<file path="src/rtl/wm8731_dac_tx.sv">
// rtl/wm8731_dac_tx.sv - WM8731 left-justified 16-bit stereo DAC serializer (bus master)
//
// Takes one stereo PCM pair per frame over a valid/ready handshake and drives
// the codec master clock, bit clock, LR clock and serial data.
//
// Ports:
//   clk           system clock
//   reset         synchronous, active-high
//   sample_l/r    16-bit two's complement left/right sample
//   sample_valid  upstream offers a pair
//   sample_ready  holding register empty (pair accepted on valid & ready)
//   aud_xck       codec master clock (XCK_HALF clk cycles per half period)
//   aud_bclk      bit clock (BCLK_HALF clk cycles per half period)
//   aud_daclrck   0 = left slot, 1 = right slot
//   aud_dacdat    serial data, MSB first, changes when aud_bclk falls
//   underrun      sticky: a frame started with an empty holding register
//
// Build option WM8731_UNDERRUN_MUTE_EN: when defined an underrun frame is
// all zeros; otherwise the previously transmitted pair is repeated.

module wm8731_dac_tx #(
  parameter int XCK_HALF  = 2,
  parameter int BCLK_HALF = 16
) (
  input  logic        clk,
  input  logic        reset,
  input  logic [15:0] sample_l,
  input  logic [15:0] sample_r,
  input  logic        sample_valid,
  output logic        sample_ready,
  output logic        aud_xck,
  output logic        aud_bclk,
  output logic        aud_daclrck,
  output logic        aud_dacdat,
  output logic        underrun
);

  localparam int XW = (XCK_HALF > 1) ? $clog2(XCK_HALF) : 1;
  localparam int BW = $clog2(BCLK_HALF);

  logic [XW-1:0] xck_cnt;
  logic [BW-1:0] bclk_cnt;
  logic [4:0]    bit_idx;
  logic [4:0]    next_idx;
  logic [31:0]   shift;
  logic [31:0]   hold;
  logic          full;
  logic          fall;
  logic          frame_start;
  logic          accept;
  logic [31:0]   underrun_pat;
  logic [31:0]   frame_word;

  // A fall event is the cycle in which the registered bit clock goes 1 -> 0.
  assign fall        = (bclk_cnt == BW'(BCLK_HALF - 1)) && aud_bclk;
  assign frame_start = fall && (bit_idx == 5'd31);
  assign next_idx    = bit_idx + 5'd1;
  assign accept      = sample_valid && !full;
  assign sample_ready = !full;
  assign frame_word  = full ? hold : underrun_pat;

`ifdef WM8731_UNDERRUN_MUTE_EN
  assign underrun_pat = 32'h0000_0000;
`else
  // Remembers the pair loaded at the last frame start so it can be repeated.
  logic [31:0] last_pair;

  always_ff @(posedge clk) begin
    if (reset) begin
      last_pair <= 32'h0000_0000;
    end else if (frame_start) begin
      last_pair <= frame_word;
    end
  end

  assign underrun_pat = last_pair;
`endif

  always_ff @(posedge clk) begin
    if (reset) begin
      xck_cnt     <= '0;
      bclk_cnt    <= '0;
      bit_idx     <= 5'd31;
      shift       <= 32'h0000_0000;
      hold        <= 32'h0000_0000;
      full        <= 1'b0;
      aud_xck     <= 1'b0;
      aud_bclk    <= 1'b0;
      aud_daclrck <= 1'b0;
      aud_dacdat  <= 1'b0;
      underrun    <= 1'b0;
    end else begin
      if (xck_cnt == XW'(XCK_HALF - 1)) begin
        xck_cnt <= '0;
        aud_xck <= ~aud_xck;
      end else begin
        xck_cnt <= xck_cnt + 1'b1;
      end

      if (bclk_cnt == BW'(BCLK_HALF - 1)) begin
        bclk_cnt <= '0;
        aud_bclk <= ~aud_bclk;
      end else begin
        bclk_cnt <= bclk_cnt + 1'b1;
      end

      if (fall) begin
        bit_idx <= next_idx;
        if (frame_start) begin
          shift       <= frame_word;
          aud_dacdat  <= frame_word[31];
          aud_daclrck <= 1'b0;
          full        <= 1'b0;
          if (!full) begin
            underrun <= 1'b1;
          end
        end else begin
          shift       <= {shift[30:0], 1'b0};
          aud_dacdat  <= shift[30];
          aud_daclrck <= next_idx[4];
        end
      end

      // An accept only happens with holding empty, so it never collides with
      // a frame start consuming a full register; a pair accepted in the
      // frame-start cycle waits for the next frame.
      if (accept) begin
        hold <= {sample_l, sample_r};
        full <= 1'b1;
      end
    end
  end

endmodule

</file>
<file path="config.mk">
export PLATFORM = sky130hd
export DESIGN_NAME = wm8731_dac_tx
export DESIGN_NICKNAME = d
export VERILOG_FILES = /design/src/rtl/wm8731_dac_tx.sv
export SDC_FILE = /design/constraint.sdc
export NUM_CORES = 1
export LEC_CHECK = 0
export CORE_MARGIN = 2
export CORE_UTILIZATION = 42
export DETAILED_ROUTE_END_ITERATION = 10
export GPL_TIMING_DRIVEN = 1
export SLEW_MARGIN = 10
export SYNTH_ARGS = -nofsm -noshare
export SYNTH_HDL_FRONTEND = slang
export SYNTH_SLANG_ARGS = --single-unit
</file>
<file path="constraint.sdc">
create_clock -name clk -period 2.77 [get_ports clk]
set_input_delay 0.554 -clock clk [delete_from_list [all_inputs] [get_ports clk]]
set_output_delay 0.554 -clock clk [all_outputs]
set_load 0.02 [all_outputs]
</file>
-- Yosys cells after proc, flatten, opt, wreduce, memory -nomap -nowiden
Cells that the tools add are included.
- add/subtract/negate cells: 3
- equal/unequal tests: 2
- muxes and demuxes: 7
- bitwise operators: 3
- reduce and logical (&&, ||, !) cells: 10
- operators with widths (kind ; number):
    32-bit two-way mux ; 1
    31-bit two-way mux ; 1
    5-bit by 1-bit adder with 5-bit output (second input constant) ; 1
    5-bit equality test (second input constant) ; 1
    1-bit two-way mux ; 5
    4-bit by 1-bit adder with 4-bit output (second input constant) ; 1
    4-bit equality test (second input constant) ; 1
    2-bit nonzero test ; 2
    2-bit OR reduction ; 2
    1-bit logical AND ; 3
    1-bit inverter ; 3
    3-bit AND reduction ; 1
    2-bit AND reduction ; 1
    1-bit adder (second input constant) ; 1
    1-bit zero test ; 1
- register bits after elaboration: 111
- output and inout port bits: 6
- word-level logic and storage cells: 37

-- Longest topological paths before layout
Gate-level depths: netlist (run 1).
- word-level depth: 6
- mapped depth: 8

-- Worst setup path after synthesis (run 1)
No wires, ideal clock.
- path kind: register to register
- from: register bit_idx[0]
- to: register shift[22]
- library setup time: 0.117 ns
- arrival time: 1.650 ns
- required time: 2.653 ns
- path slack: 1.004 ns
- stages on the path, launching flop included: 9
- cells stage by stage: dfxtp_1 -> ha_1 -> and3_1 -> ha_1 -> buf_2 -> buf_2 -> clkbuf_1 -> a21oi_1 -> a22o_1
- cells in the longest elaborated chain, start to end: 3
- ends and longest elaborated chain (item ; line ; text):
    from (decl) ; 43 ; logic [4:0] bit_idx;
    from (signal assigned) ; 108 ; bit_idx <= next_idx;
    5-bit equality test ; 56 ; assign frame_start = fall && (bit_idx == 5'd31);
    1-bit logical AND ; 56 ;
    31-bit two-way mux ; 109 ; if (frame_start) begin
    to (signal assigned) ; 110 ; shift <= frame_word;
    to (signal assigned) ; 118 ; shift <= {shift[30:0], 1'b0};
    to (decl) ; 45 ; logic [31:0] shift;
No other way between the ends.
A chain may end at the register's enable or synchronous reset.

-- Final worst setup path (run 1)
- from: register full
- to: output sample_ready
- cells in the longest elaborated chain, start to end: 1
- ends and longest elaborated chain (item ; line ; text):
    from (decl) ; 47 ; logic full;
    from (signal assigned) ; 86 ; full <= 1'b0;
    from (signal assigned) ; 113 ; full <= 1'b0;
    from (signal assigned) ; 129 ; full <= 1'b1;
    1-bit zero test ; - ;
    to (decl) ; 30 ; output logic sample_ready,
No other way between the ends.

==> flow_metrics.tcl, run 1 <==
set metrics [dict create \
    status "completed" \
    p_leak_nw 1.94 \
    syn_nets 531 \
    setup_tns_ns 0 \
    critPathMaxFanout 3 \
    relSlewSlack_pct 54.7 \
    io_buffers 40 \
    ant_nets 0 \
    hold_buffers 0 \
    grt_pass1_wl_mm 15.7 \
    synth_edf_count 0 \
    grt_use_total_pct 16.9 \
    setup_viol 0 \
    arrival_ns 1.44 \
    drcViolationCount 0 \
    ys_seq_area_share_pct 48.3 \
    drive_gt1_share_pct 12.5 \
    fmax_mhz 500 \
    die_h_um 109 \
    dr.first_iter.drc_count 127 \
    cts-root-buf "clkbuf_8" \
    ys_top_cells_by_count "111 x dfxtp_1, 99 x a21oi_1, 69 x nand2_1, 40 x nor2_1" \
    start_util_pct 42.9 \
    clock-sinks 111 \
    yosysUniqueCellTypes 31 \
    die_w_um 109 \
    vias 3496 \
    hold_violations 0 \
    wl_per_cell_um 14.1 \
    rows 38 \
    synth_top_area_cell "dfxtp_1" \
    clkLatencyLatePin_ns 0.38 \
    avgSynthCellArea_um2 9.34 \
    cts_buffers 9 \
    path_class "flip-flop to primary output" \
    ff2ff_setup_slack_ns 0.81 \
    reg2reg_from "bclk_cnt[0]" \
    async_flop_share_pct 0 \
    skew_ns 0.00996 \
    synth_top_area_share_pct 48.3 \
    ys_seq_elements 111 \
    n_antenna_cell 0 \
    drv_slew 0 \
    rsz0062_at_grt "false" \
    cp-start-kind "flip-flop" \
    period_needed_ns 2.00 \
    setup.worst_path.start "full" \
    crit_path_end "sample_ready" \
    syn_inst 493 \
    synth_ff_type "dfxtp_1" \
    firstDrtPassIters 4 \
    synth.area.top_cells "dfxtp_1 48%, a21oi_1 11%, a211oi_2 7.9%, mux2i_1 7.0%, a22o_1 6.1%" \
    hp-class "flip-flop to flip-flop" \
    ys_warn_count 0 \
    p_per_area_nw_per_um2 544 \
    area_growth_syn_to_layout_pct 13.2 \
    htreeDepth 3 \
    maxCapViolCount 0 \
    dpl-instance-area_um2 5020 \
    routed_via_density 5.35 \
    cp.required_ns 2.22 \
    synth_most_common_cell "dfxtp_1" \
    gp_congestion 0.733 \
    rr_endpoint "full" \
    cts.clk_slew.worst_paths_ns 0.10 \
    fillers 1067 \
    cts_resized 0 \
    grt_antenna_before_repair 0 \
    nNetsFinal 547 \
    worstRegToRegCells 4 \
    dieArea_um2 11800 \
    grt_max_degree 53 \
    num_io_pins 41 \
    dp_hpwl_mm 5.68 \
    routed_wl_mm 9.22 \
    overflow 0 \
    grt_pass1_vias 3339 \
    fin_crit_sh_pct 72.2 \
    core_um2 10700 \
    netlist_area_um2 4600 \
    stdcell_area_um2 5210 \
    clockBufferDepth 2 \
    worstSetupEndpointType "primary output" \
    vdd_ir_drop_max_v 0.000290 \
    postCtsSetupRepairBufs 0 \
    worst_pin_slew_ns 0.679 \
    cts_tree "done" \
]
cell families after synthesis:
family          after synthesis  share of synthesized area [%]
simple gates                127                           11.6
compound gates              168                           25.9
fa+ha+maj                     3                          0.815
xor+xnor                      4                          0.761
flops                       111                           48.3
mux                          32                           6.96
buf+inv                      48                           5.68
critical path, stage by stage (launching register included):
cell	delay [ns]
dfxtp_2	0.34
inv_1	0.11
clkdlybuf4s50_1	0.62
final cells by class:
type / count / area [µm²] / area share, %
Multi-Input combinational cell: 334 / 2130 / 40.9
Clock buffer: 10 / 138 / 2.64
Inverter: 2 / 7.51 / 0.144
Timing Repair Buffer: 51 / 480 / 9.22
Clock inverter: 5 / 58.8 / 1.13
Sequential cell: 111 / 2220 / 42.6
Tap cell: 140 / 175 / 3.36
how the worst min path moves through the flow:
stage | cells after the start | end | start
floorplan | 1 | xck_cnt | xck_cnt
global placement | 1 | xck_cnt | xck_cnt
detailed placement | 1 | xck_cnt | xck_cnt
CTS | 1 | xck_cnt | xck_cnt
global route | 1 | xck_cnt | xck_cnt
finish | 1 | xck_cnt | xck_cnt
routing by layer:
metal  GRT usage [%]  share of wire [%]
met1            21.9                 50
met2            27.7                 46
met3            3.29                2.5
met4            6.87                1.7
met5               0                  0
where the power goes:
part / leakage (nW) / switching, W / internal, W
Clock: 0.0944 / 0.000535 / 0.000438
Sequential: 0.901 / 0.0000217 / 0.00163
Combinational: 0.941 / 0.000112 / 0.000100
state kept, by name, indices dropped and copies added (netlist names):
name and cells:
last_pair 32, underrun 1, aud_dacdat 1, hold 32, xck_cnt 1, full 1, aud_daclrck 1, aud_bclk 1
shift 31, bit_idx 5, aud_xck 1, bclk_cnt 4
per-stage QoR:
step	setup WS [ns]	cells	total power, W	utilization (%)	hold slack, ns
6_report	0.771	653	0.00284	48.5	0.441
2_1_floorplan	1.00	493	0.00181	-	0.413
5_1_grt	0.659	653	0.00296	48.5	0.463
4_1_cts	0.749	653	0.00287	48.5	0.446
3_3_place_gp	0.858	638	0.00190	46.7	0.422
3_5_place_dp	0.813	638	0.00190	46.7	0.432
placed cells by master (no fill, tap or decap), types with 2 or more instances in the layout:
master / count
dfxtp_1: 110
a21oi_1: 99
nand2_1: 69
clkdlybuf4s50_1: 39
nor2_1: 38
mux2i_1: 32
a22o_1: 32
a211oi_2: 29
buf_4: 12
clkbuf_8: 10
a211oi_1: 4
xnor2_1: 4
and3_1: 3
nand3b_1: 3
inv_1: 2
nor2_2: 2
nand2b_1: 2
o21ai_0: 2
nor3_1: 2
ha_1: 2
clkinvlp_4: 2
No activity file was read; power rests on OpenSTA's default activity.
==> run 2, diff against run 1 <==
==> constraint.sdc (replaced) <==
create_clock -name clk -period 2.05 [get_ports clk]
set_input_delay 0.41 -clock clk [delete_from_list [all_inputs] [get_ports clk]]
set_output_delay 0.41 -clock clk [all_outputs]
set_load 0.02 [all_outputs]
==> run 2 against run 1 <==
  * Register-to-register slack worse by 0.61 ns
  * Critical path type unchanged
  * Largest power group unchanged
  * Critical endpoint unchanged
  * Final cell count up 0.61%
  * Sequential power up 35%
  * Global-route usage up 0.057 points
  * Final area up 2.8%
==> flow_metrics.tcl, run 2 (synthesis gave the netlist of run 1 again) <==
set metrics [dict create \
    fin_crit_sh_pct 96.8 \
    cts_tree "done" \
    crit_chain "inv_1 -> clkdlybuf4s50_1" \
    maxCapViolCount 0 \
    n_antenna_cell 0 \
    crit_path_end "sample_ready" \
    grt_pass1_vias 3273 \
    worst_pin_slew_ns 0.711 \
    rows 38 \
    cts.clk_slew.worst_paths_ns 0.10 \
    worstSetupEndpointType "primary output" \
    dr.first_iter.drc_count 120 \
    overflow 0 \
    nNetsFinal 550 \
    start_util_pct 42.9 \
    drcViolationCount 0 \
    p_leak_nw 2.01 \
    die_w_um 109 \
    p_per_area_nw_per_um2 754 \
    area_growth_syn_to_layout_pct 16.4 \
    ff2ff_setup_slack_ns 0.20 \
    rr_endpoint "shift[22]" \
    hold_violations 0 \
    fmax_mhz 504 \
    dieArea_um2 11800 \
    grt_pass1_wl_mm 15.9 \
    vdd_ir_drop_max_v 0.000521 \
    setup_viol 0 \
    io_buffers 40 \
    arrival_ns 1.58 \
    die_h_um 109 \
    clockBufferDepth 2 \
    routed_via_density 5.28 \
    clock-sinks 111 \
    skew_ns 0.00919 \
    path_class "flip-flop to primary output" \
    relSlewSlack_pct 52.6 \
    routed_wl_mm 9.22 \
    grt_antenna_before_repair 0 \
    hold_buffers 0 \
    period_needed_ns 1.99 \
    hp-class "flip-flop to flip-flop" \
    reg2reg_from "bclk_cnt[0]" \
    cts_buffers 9 \
    cts_resized 0 \
    cp_slowest_cell "clkdlybuf4s50_1" \
    setup.worst_path.start "full" \
    grt_max_degree 82 \
    max_stage_delay_ns 0.57 \
    final_common_cell "dfxtp_1" \
    grt_use_total_pct 17.0 \
    holdWs_ns 0.450 \
    vias 3469 \
    wl_per_cell_um 14.0 \
    core_um2 10700 \
    ant_nets 0 \
    rsz0062_at_grt "false" \
    cts-root-buf "clkbuf_8" \
    worstRegToRegCells 5 \
    firstDrtPassIters 4 \
    drv_slew 0 \
    top_regs "hold (32), last_pair (32), shift (31)" \
    num_io_pins 41 \
    status "completed" \
    cp-start-kind "flip-flop" \
    htreeDepth 3 \
    gp_congestion 0.725 \
    clkLatencyLatePin_ns 0.37 \
    final_cell_mix "110 x dfxtp_1, 99 x a21oi_1, 69 x nand2_1" \
    critPathMaxFanout 12 \
    postCtsSetupRepairBufs 0 \
    drive_gt1_share_pct 13.0 \
    dp_hpwl_mm 5.79 \
    cp.required_ns 1.64 \
    setup_tns_ns 0 \
]
-- run 2: changes by cell type in the layout (fill, tap and decap cells not counted) --
cell / before / now
buf_12: 0 / 6
buf_4: 12 / 9
clkbuf_8: 10 / 13
clkinvlp_4: 2 / 0
bufinv_16: 1 / 2
clkbuf_1: 0 / 1
clkinv_2: 1 / 0
clkinv_4: 1 / 0
-- run 2: layout make-up --
type                            instances  area (µm²)
Timing Repair Buffer                   54         578
Inverter                                2        7.51
Sequential cell                       111        2220
Clock inverter                          2        60.1
Fill cell                            1030        5390
Multi-Input combinational cell        334        2130
Clock buffer                           14         183
Tap cell                              140         175
-- run 2: worst min path at each step --
stage | startpoint | end | slack [ns] | depth (start not counted)
global placement | xck_cnt | xck_cnt | 0.42 | 1
finish | xck_cnt | xck_cnt | 0.45 | 1
floorplan | xck_cnt | xck_cnt | 0.41 | 1
CTS | xck_cnt | xck_cnt | 0.45 | 1
detailed placement | xck_cnt | xck_cnt | 0.44 | 1
global route | xck_cnt | xck_cnt | 0.46 | 1
-- run 2: power by group --
group          switching, W  internal (W)
Combinational      0.000148      0.000141
Clock              0.000696      0.000823
Sequential        0.0000329       0.00220
Total              0.000876       0.00316
-- run 2: metrics by stage --
| stage | total power [W] | instances | instance area, µm² | util (%) | setup slack, ns |
|---|---|---|---|---|---|
| final | 0.00404 | 657 | 5360 | 49.9 | 0.0647 |
| after global routing | 0.00420 | 657 | 5360 | 49.9 | 0.00672 |
| after CTS | 0.00410 | 657 | 5360 | 49.9 | 0.0345 |
| after detailed placement | 0.00258 | 641 | 5110 | 47.6 | 0.204 |
| after global placement | 0.00257 | 641 | 5110 | 47.6 | 0.294 |
| after floorplan | 0.00245 | 493 | 4600 | - | 0.284 |
-- run 2: metal layers --
metal	GRT usage, %	wire (µm)	up-vias
met5	0	0	-
met4	5.86	121	0
met3	4.12	328	9
met2	26.2	4120	50
met1	23.2	4650	1638
li1	-	-	1772
-- run 2: worst max-delay path: cells and delay by family (launching register included) --
kind	cells	cell delay, ns
buffers and inverters	2	0.69
DFF	1	0.52
==> run 3, diff against run 2 <==
--- a/config.mk
+++ b/config.mk
@@ -9,7 +9,7 @@
 export CORE_UTILIZATION = 42
 export DETAILED_ROUTE_END_ITERATION = 10
 export GPL_TIMING_DRIVEN = 1
-export SLEW_MARGIN = 10
+export PLACE_DENSITY_LB_ADDON = 0.3
 export SYNTH_ARGS = -nofsm -noshare
 export SYNTH_HDL_FRONTEND = slang
 export SYNTH_SLANG_ARGS = --single-unit
==> run 3 against run 2 <==
  * Register-to-register slack better by 0.08 ns
  * Clock skew up 0.0041 ns
  * Setup slack better by 0.13 ns
  * Sequential power about the same
  * Sequential share of layout area up 0.41 points
  * Critical endpoint is now aud_bclk
  * Clock power down 9.9%
==> flow_metrics.tcl, run 3 (synthesis gave the netlist of run 1 again) <==
set metrics [dict create \
    setup.worst_path.start "aud_bclk" \
    final_common_cell "dfxtp_1" \
    dieArea_um2 11800 \
    firstDrtPassIters 4 \
    clkLatencyLatePin_ns 0.36 \
    drv_slew 0 \
    num_io_pins 41 \
    nNetsFinal 552 \
    setup_tns_ns 0 \
    final_cell_mix "110 x dfxtp_1, 99 x a21oi_1, 69 x nand2_1" \
    p_per_area_nw_per_um2 734 \
    worst_pin_slew_ns 0.609 \
    cts.clk_slew.worst_paths_ns 0.10 \
    n_antenna_cell 0 \
    relSlewSlack_pct 59.4 \
    period_needed_ns 1.85 \
    clock-sinks 111 \
    maxCapViolCount 0 \
    cts_buffers 9 \
    setup_viol 0 \
    worstSetupEndpointType "primary output" \
    critical_path.top_delay_family "buffers and inverters" \
    fillers 1063 \
    top_regs "hold (32), last_pair (32), shift (31)" \
    grt_use_total_pct 16.9 \
    vias 3473 \
    p_leak_nw 1.98 \
    skew_ns 0.0133 \
    grt_pass1_vias 3423 \
    overflow 0 \
    die_w_um 109 \
    grt_pass1_wl_mm 15.9 \
    vdd_ir_drop_max_v 0.000346 \
    min_from "reset" \
    timing.final.ws_setup_ns 0.196 \
    ant_nets 0 \
    cp.required_ns 1.64 \
    cts_tree "done" \
    start_util_pct 42.9 \
    hold_buffers 0 \
    power.share.clock_pct 35.2 \
    postCtsSetupRepairBufs 0 \
    p_sw_share_pct 22.6 \
    reg2reg_from "bclk_cnt[0]" \
    routed_wl_mm 9.24 \
    path_buf_inv 1 \
    max_stage_delay_ns 0.64 \
    grt_max_degree 38 \
    htreeDepth 3 \
    routed_via_density 5.29 \
    p_seq_share_pct 57.2 \
    post-place-ws_ns 0.306 \
    critPathMaxFanout 4 \
    io_buffers 40 \
    grt_antenna_before_repair 0 \
    power.total_w 0.00389 \
    cts_resized 0 \
    clockBufferDepth 2 \
    fin_crit_sh_pct 90.5 \
    cp-start-kind "flip-flop" \
    intPower_w 0.00301 \
    gp_congestion 0.722 \
    path_class "flip-flop to primary output" \
    cp_slowest_cell "clkdlybuf4s50_1" \
    status "completed" \
    power_switching_w 0.000880 \
    dp_hpwl_mm 5.93 \
    arrival_ns 1.44 \
    power_frac_comb_pct 7.5 \
    hp-class "primary input to flip-flop" \
    crit_chain "clkdlybuf4s50_1" \
    wl_per_cell_um 14.1 \
    core_um2 10700 \
    drcViolationCount 0 \
    cts-root-buf "clkbuf_8" \
    hold_violations 0 \
    die_h_um 109 \
    fmax_mhz 539 \
    rows 38 \
    area_growth_syn_to_layout_pct 15.2 \
    rsz0062_at_grt "false" \
    drive_gt1_share_pct 13.0 \
    dr.first_iter.drc_count 126 \
]
[run 3: power by group through the flow]
stage	Clock [W]	Combinational, W	Sequential, W
finish	0.00137	0.000293	0.00223
detailed placement	0	0.000295	0.00228
CTS	0.00142	0.000297	0.00223
global placement	0	0.000290	0.00228
global route	0.00149	0.000325	0.00224
floorplan	0	0.000178	0.00227
[run 3: path summary, 6_finish.rpt]
| check | slack [ns] | cells past startpoint | to |
|---|---|---|---|
| setup / recovery | 0.20 | 1 | aud_bclk |
| hold / removal | 0.35 | 2 | hold[26] |
| setup reg to reg | 0.28 | 5 | last_pair[3] |
| hold reg to reg | 0.45 | 1 | xck_cnt |
[run 3: through the flow]
| stage | instances | instance area (µm²) | utilization [%] | hold slack, ns |
|---|---|---|---|---|
| floorplan | 493 | 4600 | - | 0.413 |
| global placement | 643 | 5100 | 47.5 | 0.423 |
| global route | 657 | 5310 | 49.4 | 0.357 |
| finish | 657 | 5310 | 49.4 | 0.352 |
| detailed placement | 643 | 5100 | 47.5 | 0.435 |
| CTS | 657 | 5310 | 49.4 | 0.348 |
[run 3: cell type report]
type | instances | area (µm²) | share of cell area (%)
clock buffers | 10 | 128 | 2.41
flip-flops and latches | 111 | 2220 | 41.9
multi-input cells | 334 | 2130 | 40.2
clock inverters | 4 | 72.6 | 1.37
inverters | 2 | 7.51 | 0.142
well taps | 140 | 175 | 3.30
repair buffers | 56 | 568 | 10.7
[run 3: routing by layer]
layer	track usage, %	wire, µm
met5	0	0
met4	6.78	164
met1	21.5	4570
met2	28.3	4200
met3	3.17	310
